===== src/rtl/sat_term_pkg.sv =====
// Shared definitions for the clause terminal bank and its helpers.
//   - Event kind encodings carried on the BCP event port.
//   - Saturating free-literal count encodings (3 behaves as MANY).
//   - FSM state enum and a per-row classification helper.
package sat_term_pkg;

    localparam logic [1:0] EVT_NONE     = 2'b00;
    localparam logic [1:0] EVT_IMP      = 2'b01;
    localparam logic [1:0] EVT_CONFLICT = 2'b10;

    localparam logic [1:0] FREECNT_ZERO = 2'd0;
    localparam logic [1:0] FREECNT_ONE  = 2'd1;
    localparam logic [1:0] FREECNT_MANY = 2'd2;

    typedef enum logic [2:0] {
        ST_IDLE,
        ST_CAPT,
        ST_SCAN,
        ST_PRES,
        ST_DONE
    } state_t;

    typedef enum logic [1:0] {
        CLS_UNDEF,
        CLS_SAT,
        CLS_UNIT,
        CLS_CONFLICT
    } cls_t;

    // Row classification; a count of 3 falls through to UNDEF like MANY.
    function automatic cls_t classify(input logic sat, input logic [1:0] cnt);
        if (sat)                return CLS_SAT;
        if (cnt == FREECNT_ZERO) return CLS_CONFLICT;
        if (cnt == FREECNT_ONE)  return CLS_UNIT;
        return CLS_UNDEF;
    endfunction

endpackage


===== src/rtl/rr_pick_first.sv =====
// Combinational round-robin picker: finds the first set bit of req at or
// after ptr, wrapping from N-1 back to 0.
//   req   in  N  candidate mask
//   ptr   in  W  starting position (must be < N)
//   found out 1  any bit of req set
//   idx   out W  index of the chosen bit (0 when !found)
module rr_pick_first #(
    parameter int N = 8,
    parameter int W = $clog2(N)
) (
    input  logic [N-1:0] req,
    input  logic [W-1:0] ptr,
    output logic         found,
    output logic [W-1:0] idx
);

    always_comb begin
        found = 1'b0;
        idx   = '0;
        // Walk positions ptr, ptr+1, ... in priority order; first hit wins.
        for (int i = 0; i < N; i++) begin
            if (!found && req[(int'(ptr) + i) % N]) begin
                found = 1'b1;
                idx   = W'((int'(ptr) + i) % N);
            end
        end
    end

endmodule


===== src/rtl/clause_terminal_bank.sv =====
// Multi-row clause terminal: snapshots NUM_CLAUSES clause rows, classifies
// each as SAT / UNIT / CONFLICT / UNDEF and serialises the results to the
// BCP controller over a valid/ready event port. A conflict pre-empts all
// implications and reports the highest level among the conflicting rows.
//   clk, rst        clock, synchronous active-high reset
//   eval_i          start strobe, only taken in IDLE
//   clausesat_i     per-row satisfied flag
//   freelitcnt_i    per-row 2-bit saturating free-literal count
//   cclause_i       per-row learned-clause flag
//   max_lvl_i       per-row max assigned level
//   imp_drv_o       pending UNIT mask of the current snapshot
//   cclause_drv_o   registered OR of cclause_i
//   evt_*           event port (kind / row index / level)
//   busy_o, done_o  status; done_o pulses once per completed evaluation
module clause_terminal_bank
    import sat_term_pkg::*;
#(
    parameter int NUM_CLAUSES = 8,
    parameter int WIDTH_LVL   = 16,
    parameter int WIDTH_IDX   = $clog2(NUM_CLAUSES)
) (
    input  logic                           clk,
    input  logic                           rst,
    input  logic                           eval_i,
    input  logic [NUM_CLAUSES-1:0]         clausesat_i,
    input  logic [2*NUM_CLAUSES-1:0]       freelitcnt_i,
    input  logic [NUM_CLAUSES-1:0]         cclause_i,
    input  logic [NUM_CLAUSES*WIDTH_LVL-1:0] max_lvl_i,
    output logic [NUM_CLAUSES-1:0]         imp_drv_o,
    output logic                           cclause_drv_o,
    output logic                           evt_valid_o,
    input  logic                           evt_ready_i,
    output logic [1:0]                     evt_kind_o,
    output logic [WIDTH_IDX-1:0]           evt_idx_o,
    output logic [WIDTH_LVL-1:0]           evt_lvl_o,
    output logic                           busy_o,
    output logic                           done_o
);

    state_t state;

    // Snapshot of the row inputs taken when an evaluation starts.
    logic [NUM_CLAUSES-1:0]           snap_sat;
    logic [2*NUM_CLAUSES-1:0]         snap_cnt;
    logic [NUM_CLAUSES*WIDTH_LVL-1:0] snap_lvl;

    logic [NUM_CLAUSES-1:0] unit_mask;
    logic [NUM_CLAUSES-1:0] conf_mask;
    logic [WIDTH_LVL-1:0]   conf_lvl;
    logic [WIDTH_IDX-1:0]   conf_idx;
    logic [WIDTH_IDX-1:0]   rr;

    // Classification of the snapshot plus conflict reduction.
    logic [NUM_CLAUSES-1:0] cls_unit;
    logic [NUM_CLAUSES-1:0] cls_conf;
    logic [WIDTH_LVL-1:0]   c_lvl;
    logic [WIDTH_IDX-1:0]   c_idx;
    logic                   c_found;

    always_comb begin
        cls_unit = '0;
        cls_conf = '0;
        c_lvl    = '0;
        c_idx    = '0;
        c_found  = 1'b0;
        for (int k = 0; k < NUM_CLAUSES; k++) begin
            if (classify(snap_sat[k], snap_cnt[2*k +: 2]) == CLS_UNIT)
                cls_unit[k] = 1'b1;
            if (classify(snap_sat[k], snap_cnt[2*k +: 2]) == CLS_CONFLICT) begin
                cls_conf[k] = 1'b1;
                // Index is the lowest conflicting row, level is the max
                // over all of them; the two are deliberately independent.
                if (!c_found) begin
                    c_found = 1'b1;
                    c_idx   = WIDTH_IDX'(k);
                end
                if (snap_lvl[k*WIDTH_LVL +: WIDTH_LVL] > c_lvl)
                    c_lvl = snap_lvl[k*WIDTH_LVL +: WIDTH_LVL];
            end
        end
    end

    logic                 pick_found;
    logic [WIDTH_IDX-1:0] pick_idx;

    rr_pick_first #(
        .N (NUM_CLAUSES),
        .W (WIDTH_IDX)
    ) u_pick (
        .req   (unit_mask),
        .ptr   (rr),
        .found (pick_found),
        .idx   (pick_idx)
    );

    // Bookkeeping for an accepted implication.
    logic [NUM_CLAUSES-1:0] evt_onehot;
    logic [NUM_CLAUSES-1:0] unit_left;
    logic [WIDTH_IDX-1:0]   rr_next;

    assign evt_onehot = {{(NUM_CLAUSES-1){1'b0}}, 1'b1} << evt_idx_o;
    assign unit_left  = unit_mask & ~evt_onehot;
    assign rr_next    = (evt_idx_o == WIDTH_IDX'(NUM_CLAUSES - 1)) ? '0
                                                                   : evt_idx_o + 1'b1;

    assign imp_drv_o = unit_mask;
    assign busy_o    = (state != ST_IDLE);

    always_ff @(posedge clk) begin
        if (rst) begin
            state         <= ST_IDLE;
            snap_sat      <= '0;
            snap_cnt      <= '0;
            snap_lvl      <= '0;
            unit_mask     <= '0;
            conf_mask     <= '0;
            conf_lvl      <= '0;
            conf_idx      <= '0;
            rr            <= '0;
            cclause_drv_o <= 1'b0;
            evt_valid_o   <= 1'b0;
            evt_kind_o    <= EVT_NONE;
            evt_idx_o     <= '0;
            evt_lvl_o     <= '0;
            done_o        <= 1'b0;
        end else begin
            cclause_drv_o <= |cclause_i;
            done_o        <= 1'b0;
            case (state)
                ST_IDLE: begin
                    if (eval_i) begin
                        snap_sat <= clausesat_i;
                        snap_cnt <= freelitcnt_i;
                        snap_lvl <= max_lvl_i;
                        state    <= ST_CAPT;
                    end
                end
                ST_CAPT: begin
                    unit_mask <= cls_unit;
                    conf_mask <= cls_conf;
                    conf_lvl  <= c_lvl;
                    conf_idx  <= c_idx;
                    state     <= ST_SCAN;
                end
                ST_SCAN: begin
                    if (|conf_mask) begin
                        evt_valid_o <= 1'b1;
                        evt_kind_o  <= EVT_CONFLICT;
                        evt_idx_o   <= conf_idx;
                        evt_lvl_o   <= conf_lvl;
                        state       <= ST_PRES;
                    end else if (pick_found) begin
                        evt_valid_o <= 1'b1;
                        evt_kind_o  <= EVT_IMP;
                        evt_idx_o   <= pick_idx;
                        evt_lvl_o   <= snap_lvl[int'(pick_idx)*WIDTH_LVL +: WIDTH_LVL];
                        state       <= ST_PRES;
                    end else begin
                        done_o <= 1'b1;
                        state  <= ST_DONE;
                    end
                end
                ST_PRES: begin
                    // Event fields stay put until the controller accepts.
                    if (evt_ready_i) begin
                        evt_valid_o <= 1'b0;
                        evt_kind_o  <= EVT_NONE;
                        evt_idx_o   <= '0;
                        evt_lvl_o   <= '0;
                        if (evt_kind_o == EVT_CONFLICT) begin
                            // Implications are moot once a conflict is out.
                            unit_mask <= '0;
                            done_o    <= 1'b1;
                            state     <= ST_DONE;
                        end else begin
                            unit_mask <= unit_left;
                            rr        <= rr_next;
                            if (|unit_left) begin
                                state <= ST_SCAN;
                            end else begin
                                done_o <= 1'b1;
                                state  <= ST_DONE;
                            end
                        end
                    end
                end
                ST_DONE: begin
                    unit_mask <= '0;
                    conf_mask <= '0;
                    state     <= ST_IDLE;
                end
                default: state <= ST_IDLE;
            endcase
        end
    end

endmodule


===== config.mk =====
export PLATFORM = sky130hd
export DESIGN_NAME = clause_terminal_bank
export DESIGN_NICKNAME = d
export VERILOG_FILES = /design/src/rtl/sat_term_pkg.sv /design/src/rtl/rr_pick_first.sv /design/src/rtl/clause_terminal_bank.sv
export SDC_FILE = /design/constraint.sdc
export NUM_CORES = 1
export LEC_CHECK = 0
export ABC_AREA = 0
export CORE_MARGIN = 2
export CORE_UTILIZATION = 51
export DETAILED_ROUTE_END_ITERATION = 8
export GPL_TIMING_DRIVEN = 0
export PLACE_DENSITY = 0.78
export SLEW_MARGIN = 40
export SYNTH_ARGS = -nofsm -noshare
export SYNTH_HDL_FRONTEND = slang
export SYNTH_SLANG_ARGS = --single-unit

===== constraint.sdc =====
create_clock -name clk -period 15.7 [get_ports clk]
set_input_delay 3.14 -clock clk [delete_from_list [all_inputs] [get_ports clk]]
set_output_delay 3.14 -clock clk [all_outputs]
set_load 0.05 [all_outputs]

==> results of run 1 <==
## cells in the final DEF (no fill, tap or decap), types with 16 or more instances in the layout
cell type,n
nand4_1,24
nand3_1,17
o21ai_0,78
nor2_1,107
nor3_1,22
ha_1,82
clkbuf_16,26
o211ai_1,18
dfxtp_1,215
nor2b_1,20
clkdlybuf4s50_1,195
ha_4,29
mux2i_1,49
a222oi_1,19
inv_1,82
nand2_1,395
a21oi_1,213
mux2_2,57
mux2_4,16
clkbuf_1,95
buf_4,80
## worst paths after layout
path                       to  slack (ps)  cells past startpoint
hold reg to reg   snap_cnt[9]         470                      2
setup / recovery  conf_lvl[9]        -360                     90
setup reg to reg  conf_lvl[9]        -360                     90
hold / removal    snap_cnt[9]         470                      2
## flip-flops by register name, indices dropped and copies added, names as in the netlist
signal,count
state,3
evt_valid_o,1
conf_lvl,16
done_o,1
evt_idx_o,3
evt_lvl_o,16
evt_kind_o,2
snap_cnt,16
imp_drv_o,8
snap_lvl,128
snap_sat,8
conf_mask,8
rr,3
conf_idx,3
cclause_drv_o,1
## cells by family after synthesis
group           count (synthesis)  synth area share (%)
mux                           136                  11.0
compound gates                487                  21.3
simple gates                  675                  20.5
flops                         217                  30.8
xor+xnor                       11                 0.790
fa+ha+maj                     112                  9.93
buf+inv                       210                  5.72
## power by group
| group | total [mW] | internal, mW | switching [mW] |
|---|---|---|---|
| Clock | 0.571 | 0.337 | 0.234 |
| Combinational | 2.62 | 1.21 | 1.40 |
| Sequential | 0.708 | 0.615 | 0.0930 |
| Total | 3.89 | 2.17 | 1.73 |
## cell type report
| type | count | area [um2] | share of cell area (%) |
|---|---|---|---|
| inverter | 96 | 360 | 1.86 |
| sequential | 217 | 4350 | 22.5 |
| buffer | 112 | 583 | 3.01 |
| clock buffer | 29 | 638 | 3.30 |
| multi-input combinational | 1421 | 10100 | 52.3 |
| tap | 341 | 427 | 2.21 |
| timing repair buffer | 289 | 2720 | 14.0 |
| clock inverter | 12 | 148 | 0.763 |
## metal layers
metal	routed length (um)	vias up	GRT usage, %	share of wire, %
met5	0	-	0	0
met4	3130	0	18.2	5.8
met3	5600	216	7.56	10
met2	24300	881	57.3	45
met1	21000	7200	44.8	39
li1	-	7140	-	-
## tightest hold or removal path, delay by kind of cell, from the launching register on
| family | cells | cell delay [ps] |
|---|---|---|
| DFF | 1 | 320 |
| AOI/OAI and AO/OA | 1 | 60 |
| and+or+nand+nor | 1 | 50 |
## repair_timing
item                                    CTS  global route
pin swaps                                63            64
endpoints found under the setup margin   16            16
resized for setup                       153            97
buffers inserted                         68            23
gates cloned                              3             1
==> key figures, run 1 <==
Outcome
  • Status: finished, violations left
  • Failing checks: negative setup slack

Drt
  • Via density per instance: 6.13
  • Total number of vias: 15.4k
  • DR iter-0 viols: 1866
  • Wirelength, routed: 54.0 mm
  • TritonRoute pass-1 iters: 8
  • DRC: 0
  • Routed len/inst: 21.5 um
  • Antenna-violating nets left: 0

Floorplan
  • Die X: 170 um
  • Die area: 29000 um2
  • Core ar.: 27000 um2
  • Core Rows: 60
  • Die span in y: 170 um
  • IO Count: 197
  • Starting Density: 52.2%

Global routing
  • Vias in the first global route: 14.8k
  • Largest net degree at the start of global routing: 15
  • Initial antenna violation count: 0
  • Congestion Overflow GR: 0
  • First-pass GRT wire length: 79.9 mm
  • Total track usage: 35.5%

Critical path
  • Crit start category: flip-flop
  • Critical Path Fanout Max: 10
  • CP arrival: 16440 ps
  • Critical Path RT: 16070 ps
  • Max stage delay on crit path: 540 ps
  • Critical path's most frequent cell: a21o_1
  • RR Startpoint: snap_cnt[1]
  • CP Launch Point: snap_cnt[1]
  • Slowest library cell on the worst path: or4_4
  • Worst setup EP type: flip-flop
  • Worst Path Buf+Inv: 12
  • CP top delay family: compound AO/OA/AOI/OAI gates
  • Worst setup path category: flip-flop to flip-flop

Placement
  • Buffers on Ports: 195
  • Hpwl dp: 40.0 mm
  • Placement Setup Slack: -3170 ps
  • Post-placement cell area: 16600 um2
  • Placed insts: 2384
  • Placer congestion estimate: 1.02

Synthesis
  • Syn avg cell area: 7.63 um2
  • Primary FF master, synth: dfxtp_1
  • #FFs+latches synth: 217
  • Yosys top cell by area: dfxtp_1
  • Most common cell in the synthesized netlist: nand2_1
  • Synth Instances: 1848
  • Synth warn: 0
  • Sequential element share of the synthesized area: 30.8%
  • Post-synth EDFFs: 0
  • Synth top area share: 30.8%
  • Synth top cells by count: nand2_1, a21oi_1, dfxtp_1, ha_1, nor2_1
  • Synth async-reset ratio: 0%
  • Top cells by area, synth: dfxtp_1, nand2_1, ha_1
  • Synthesized Nets: 2123
  • Synth unique cells: 75
  • Area of the mapped netlist: 14100 um2

Timing
  • Fmax: 0.0623 GHz
  • Slew Limit Fails: 0
  • RSZ-0062 raised after global routing: yes
  • Final hold slack: 472 ps
  • Worst-Margin Slew: 933 ps
  • # setup viols final: 16
  • Min Clock Period, post-route: 16060 ps
  • Period utilisation layout: 102%
  • Worst rel slew slack: 37.8%
  • Fin. Hold Viols: 0
  • Max Clock Skew: 10.5 ps
  • Setup slack after layout: -363 ps
  • Setup TNS: -5260 ps

Pwr
  • P per Cell Area: 201 nW/um2
  • Pwr Total: 3.89 mW
  • Leakage: 7.48 nW
  • Maximum vdd drop: 0.132 mV

Cells and area
  • Ant diodes: 0
  • Fin util: 71.6%
  • Fin cells: 2517
  • Share of cells above drive strength 1: 17.9%
  • Nets: 2435
  • FILL cells: 2135
  • Area delta synth->final: 37.2%
  • Finished layout cell area: 19300 um2

Clock network
  • CTS tree: yes
  • Deepest clock path buffer count: 3
  • H-tree depth: 1
  • Root Buffer: clkbuf_16
  • CTS Buf Count: 23
  • Worst-Skew Late Latency: 540 ps
  • Hold buffer count at CTS: 0
  • Reg clk slew, reported paths: 70 ps
  • Clk sinks: 217

Flow run
  • # Max-Cap Violations: 0

Min path
  • Hold wc startpoint: snap_cnt[9]
  • Worst Hold Class: flip-flop to flip-flop
Note: power is estimated with default switching activity, not from simulation.
==> run 2, diff against run 1 <==
CORE_ASPECT_RATIO = 1.25   (was default)
SETUP_SLACK_MARGIN = 0.3   (was default)
==> key figures, run 2 (synthesized netlist as in run 1, its figures left out) <==
Clock network
  • Deepest clock path buffer count: 3 (unchanged)
  • H-tree depth: 1 (unchanged)
  • Hold buffer count at CTS: 0 (unchanged)
  • CTS Buf Count: 22 (was 23)
  • Reg clk slew, reported paths: 60 ps (was 70 ps)
  • Clk sinks: 217 (unchanged)
  • Root Buffer: clkbuf_16 (unchanged)
  • CTS tree: yes (unchanged)
  • Worst-Skew Late Latency: 530 ps (was 540 ps)

Timing
  • Worst rel slew slack: 42.5% (was 37.8%)
  • Period utilisation layout: 103% (was 102%)
  • Setup TNS: -7940 ps (was -5260 ps)
  • Fin. Hold Viols: 0 (unchanged)
  • RSZ-0062 raised after global routing: yes (unchanged)
  • Slew Limit Fails: 0 (unchanged)
  • Min Clock Period, post-route: 16250 ps (was 16060 ps)
  • # setup viols final: 16 (unchanged)
  • Setup slack after layout: -549 ps (was -363 ps)
  • Max Clock Skew: 11.5 ps (was 10.5 ps)
  • Fmax: 0.0615 GHz (was 0.0623 GHz)
  • Final hold slack: 468 ps (was 472 ps)
  • Worst-Margin Slew: 863 ps (was 933 ps)

Global routing
  • Congestion Overflow GR: 0 (unchanged)
  • Met1 Use GR: 42.6% (was 44.8%)
  • Met3 GRT Util: 6.26% (was 7.56%)
  • First-pass GRT wire length: 81.3 mm (was 79.9 mm)
  • Met2 GRT Util: 59.7% (was 57.3%)
  • Grt peak-use layer: met2 (unchanged)
  • Largest net degree at the start of global routing: 15 (unchanged)
  • Vias in the first global route: 14.9k (was 14.8k)
  • Total track usage: 35.5% (about the same)
  • Initial antenna violation count: 2 (was 0)

Pwr
  • Flop pwr share: 18.0% (was 18.2%)
  • NetSw: 1.77 mW (was 1.73 mW)
  • Int Pwr: 2.19 mW (was 2.17 mW)
  • Switching Share: 44.7% (was 44.4%)
  • Maximum vdd drop: 0.128 mV (was 0.132 mV)
  • Leakage: 7.58 nW (was 7.48 nW)
  • Comb pwr share: 69.0% (was 67.2%)
  • P per Cell Area: 203 nW/um2 (was 201 nW/um2)
  • Clock power share: 13.0% (was 14.7%)

Floorplan
  • Core ar.: 27400 um2 (was 27000 um2)
  • Die area: 29000 um2 (about the same)
  • IO Count: 197 (unchanged)
  • Die X: 153 um (was 170 um)
  • Starting Density: 51.5% (was 52.2%)
  • Die span in y: 190 um (was 170 um)
  • Core Rows: 68 (was 60)

Cells and area
  • Most frequent cells in the layout: nand2_1, dfxtp_1, a21oi_1 (unchanged)
  • Nets: 2465 (was 2435)
  • Top reg by flops: snap_lvl (unchanged)
  • FILL cells: 2193 (was 2135)
  • Area delta synth->final: 38.6% (was 37.2%)
  • Fin cells: 2554 (was 2517)
  • Largest register FFs: 128 (unchanged)
  • Most common cell after layout, fill and taps aside: nand2_1 (unchanged)
  • Share of cells above drive strength 1: 19.1% (was 17.9%)
  • Finished layout cell area: 19500 um2 (was 19300 um2)

Placement
  • Placed insts: 2393 (was 2384)
  • Placer congestion estimate: 1.04 (was 1.02)
  • Post-placement cell area: 16700 um2 (was 16600 um2)
  • Hpwl dp: 40.7 mm (was 40.0 mm)
  • Buffers on Ports: 195 (unchanged)

Outcome
  • Failing checks: negative setup slack (unchanged)
  • Status: finished, violations left (unchanged)

Critical path
  • Worst Path Buf+Inv: 13 (was 12)
  • CP top delay family: compound AO/OA/AOI/OAI gates (unchanged)
  • Worst setup EP type: flip-flop (unchanged)
  • CP arrival: 16670 ps (was 16440 ps)
  • Critical path's most frequent cell: a21o_1 (unchanged)
  • Worst setup path category: flip-flop to flip-flop (unchanged)
  • Critical Path Fanout Max: 8 (was 10)
  • Critical Path RT: 16120 ps (was 16070 ps)
  • Crit start category: flip-flop (unchanged)
  • Slowest library cell on the worst path: or4_4 (unchanged)
  • Max stage delay on crit path: 530 ps (was 540 ps)

Drt
  • Via density per instance: 6.08 (was 6.13)
  • TritonRoute pass-1 iters: 7 (was 8)
  • DR iter-0 viols: 1536 (was 1866)
  • DRC: 0 (unchanged)
  • Antenna-violating nets left: 0 (unchanged)
  • Wirelength, routed: 54.9 mm (was 54.0 mm)
  • Routed len/inst: 21.5 um (about the same)
  • Total number of vias: 15.5k (was 15.4k)

Min path
  • Worst Hold Class: flip-flop to flip-flop (unchanged)

Flow run
  • # Max-Cap Violations: 0 (unchanged)
[run 2: cell types whose count changed in the layout (fill, tap and decap cells not counted), sizes merged]
cell / previous run / this run
clkbuf: 132 / 134
inv: 98 / 96
bufinv: 3 / 0
diode: 0 / 1
buf: 103 / 133
[run 2: routing by layer]
| layer | wire (um) | part of all wire (%) |
|---|---|---|
| met5 | 13 | 0.024 |
| met1 | 20800 | 38 |
| met3 | 4760 | 8.7 |
| met2 | 25700 | 47 |
| met4 | 3690 | 6.7 |
[run 2: final cells by class]
type	count	area, um2	area share [%]
diodes	1	2.50	0.0128
plain buffers	114	614	3.14
clock buffers	30	652	3.34
clock inverters	7	43.8	0.224
inverters	96	365	1.87
multi-input cells	1421	10100	51.7
flip-flops and latches	217	4350	22.2
well taps	350	438	2.24
repair buffers	318	2980	15.2
[run 2: final timing paths]
| path | start | end | slack, ps | cells after the start |
|---|---|---|---|---|
| hold / removal | snap_cnt[9] | snap_cnt[9] | 470 | 2 |
| setup / recovery | snap_cnt[1] | conf_lvl[7] | -550 | 90 |
| hold reg to reg | snap_cnt[9] | snap_cnt[9] | 470 | 2 |
| setup reg to reg | snap_cnt[1] | conf_lvl[7] | -550 | 90 |
[run 2: power groups by stage]
| stage | logic, mW | clock network, mW | registers, mW |
|---|---|---|---|
| final | 2.74 | 0.517 | 0.713 |
| after global routing | 2.90 | 0.540 | 0.714 |
| after CTS | 2.37 | 0.516 | 0.704 |
| after detailed placement | 1.87 | 0 | 0.711 |
| after global placement | 1.82 | 0 | 0.709 |
| after floorplan | 1.37 | 0 | 0.682 |
[run 2: metrics by stage]
step	power (mW)	setup WS (ps)	util, %
floorplan	2.05	301	-
global placement	2.53	-2260	60.7
detailed placement	2.58	-2440	60.9
CTS	3.59	264	69.0
global route	4.16	-1230	71.3
finish	3.97	-549	71.3
[run 2: tightest hold or removal path, cell delays in order (launching register included)]
cell and delay, ps:
dfxtp_1 320, nand2_1 50, a21oi_1 50
[run 2: what timing repair did]
action,CTS,global route
setup endpoints to repair,16,16
buffers inserted,93,25
gates cloned,4,1
resized for setup,141,91
pin swaps,66,73
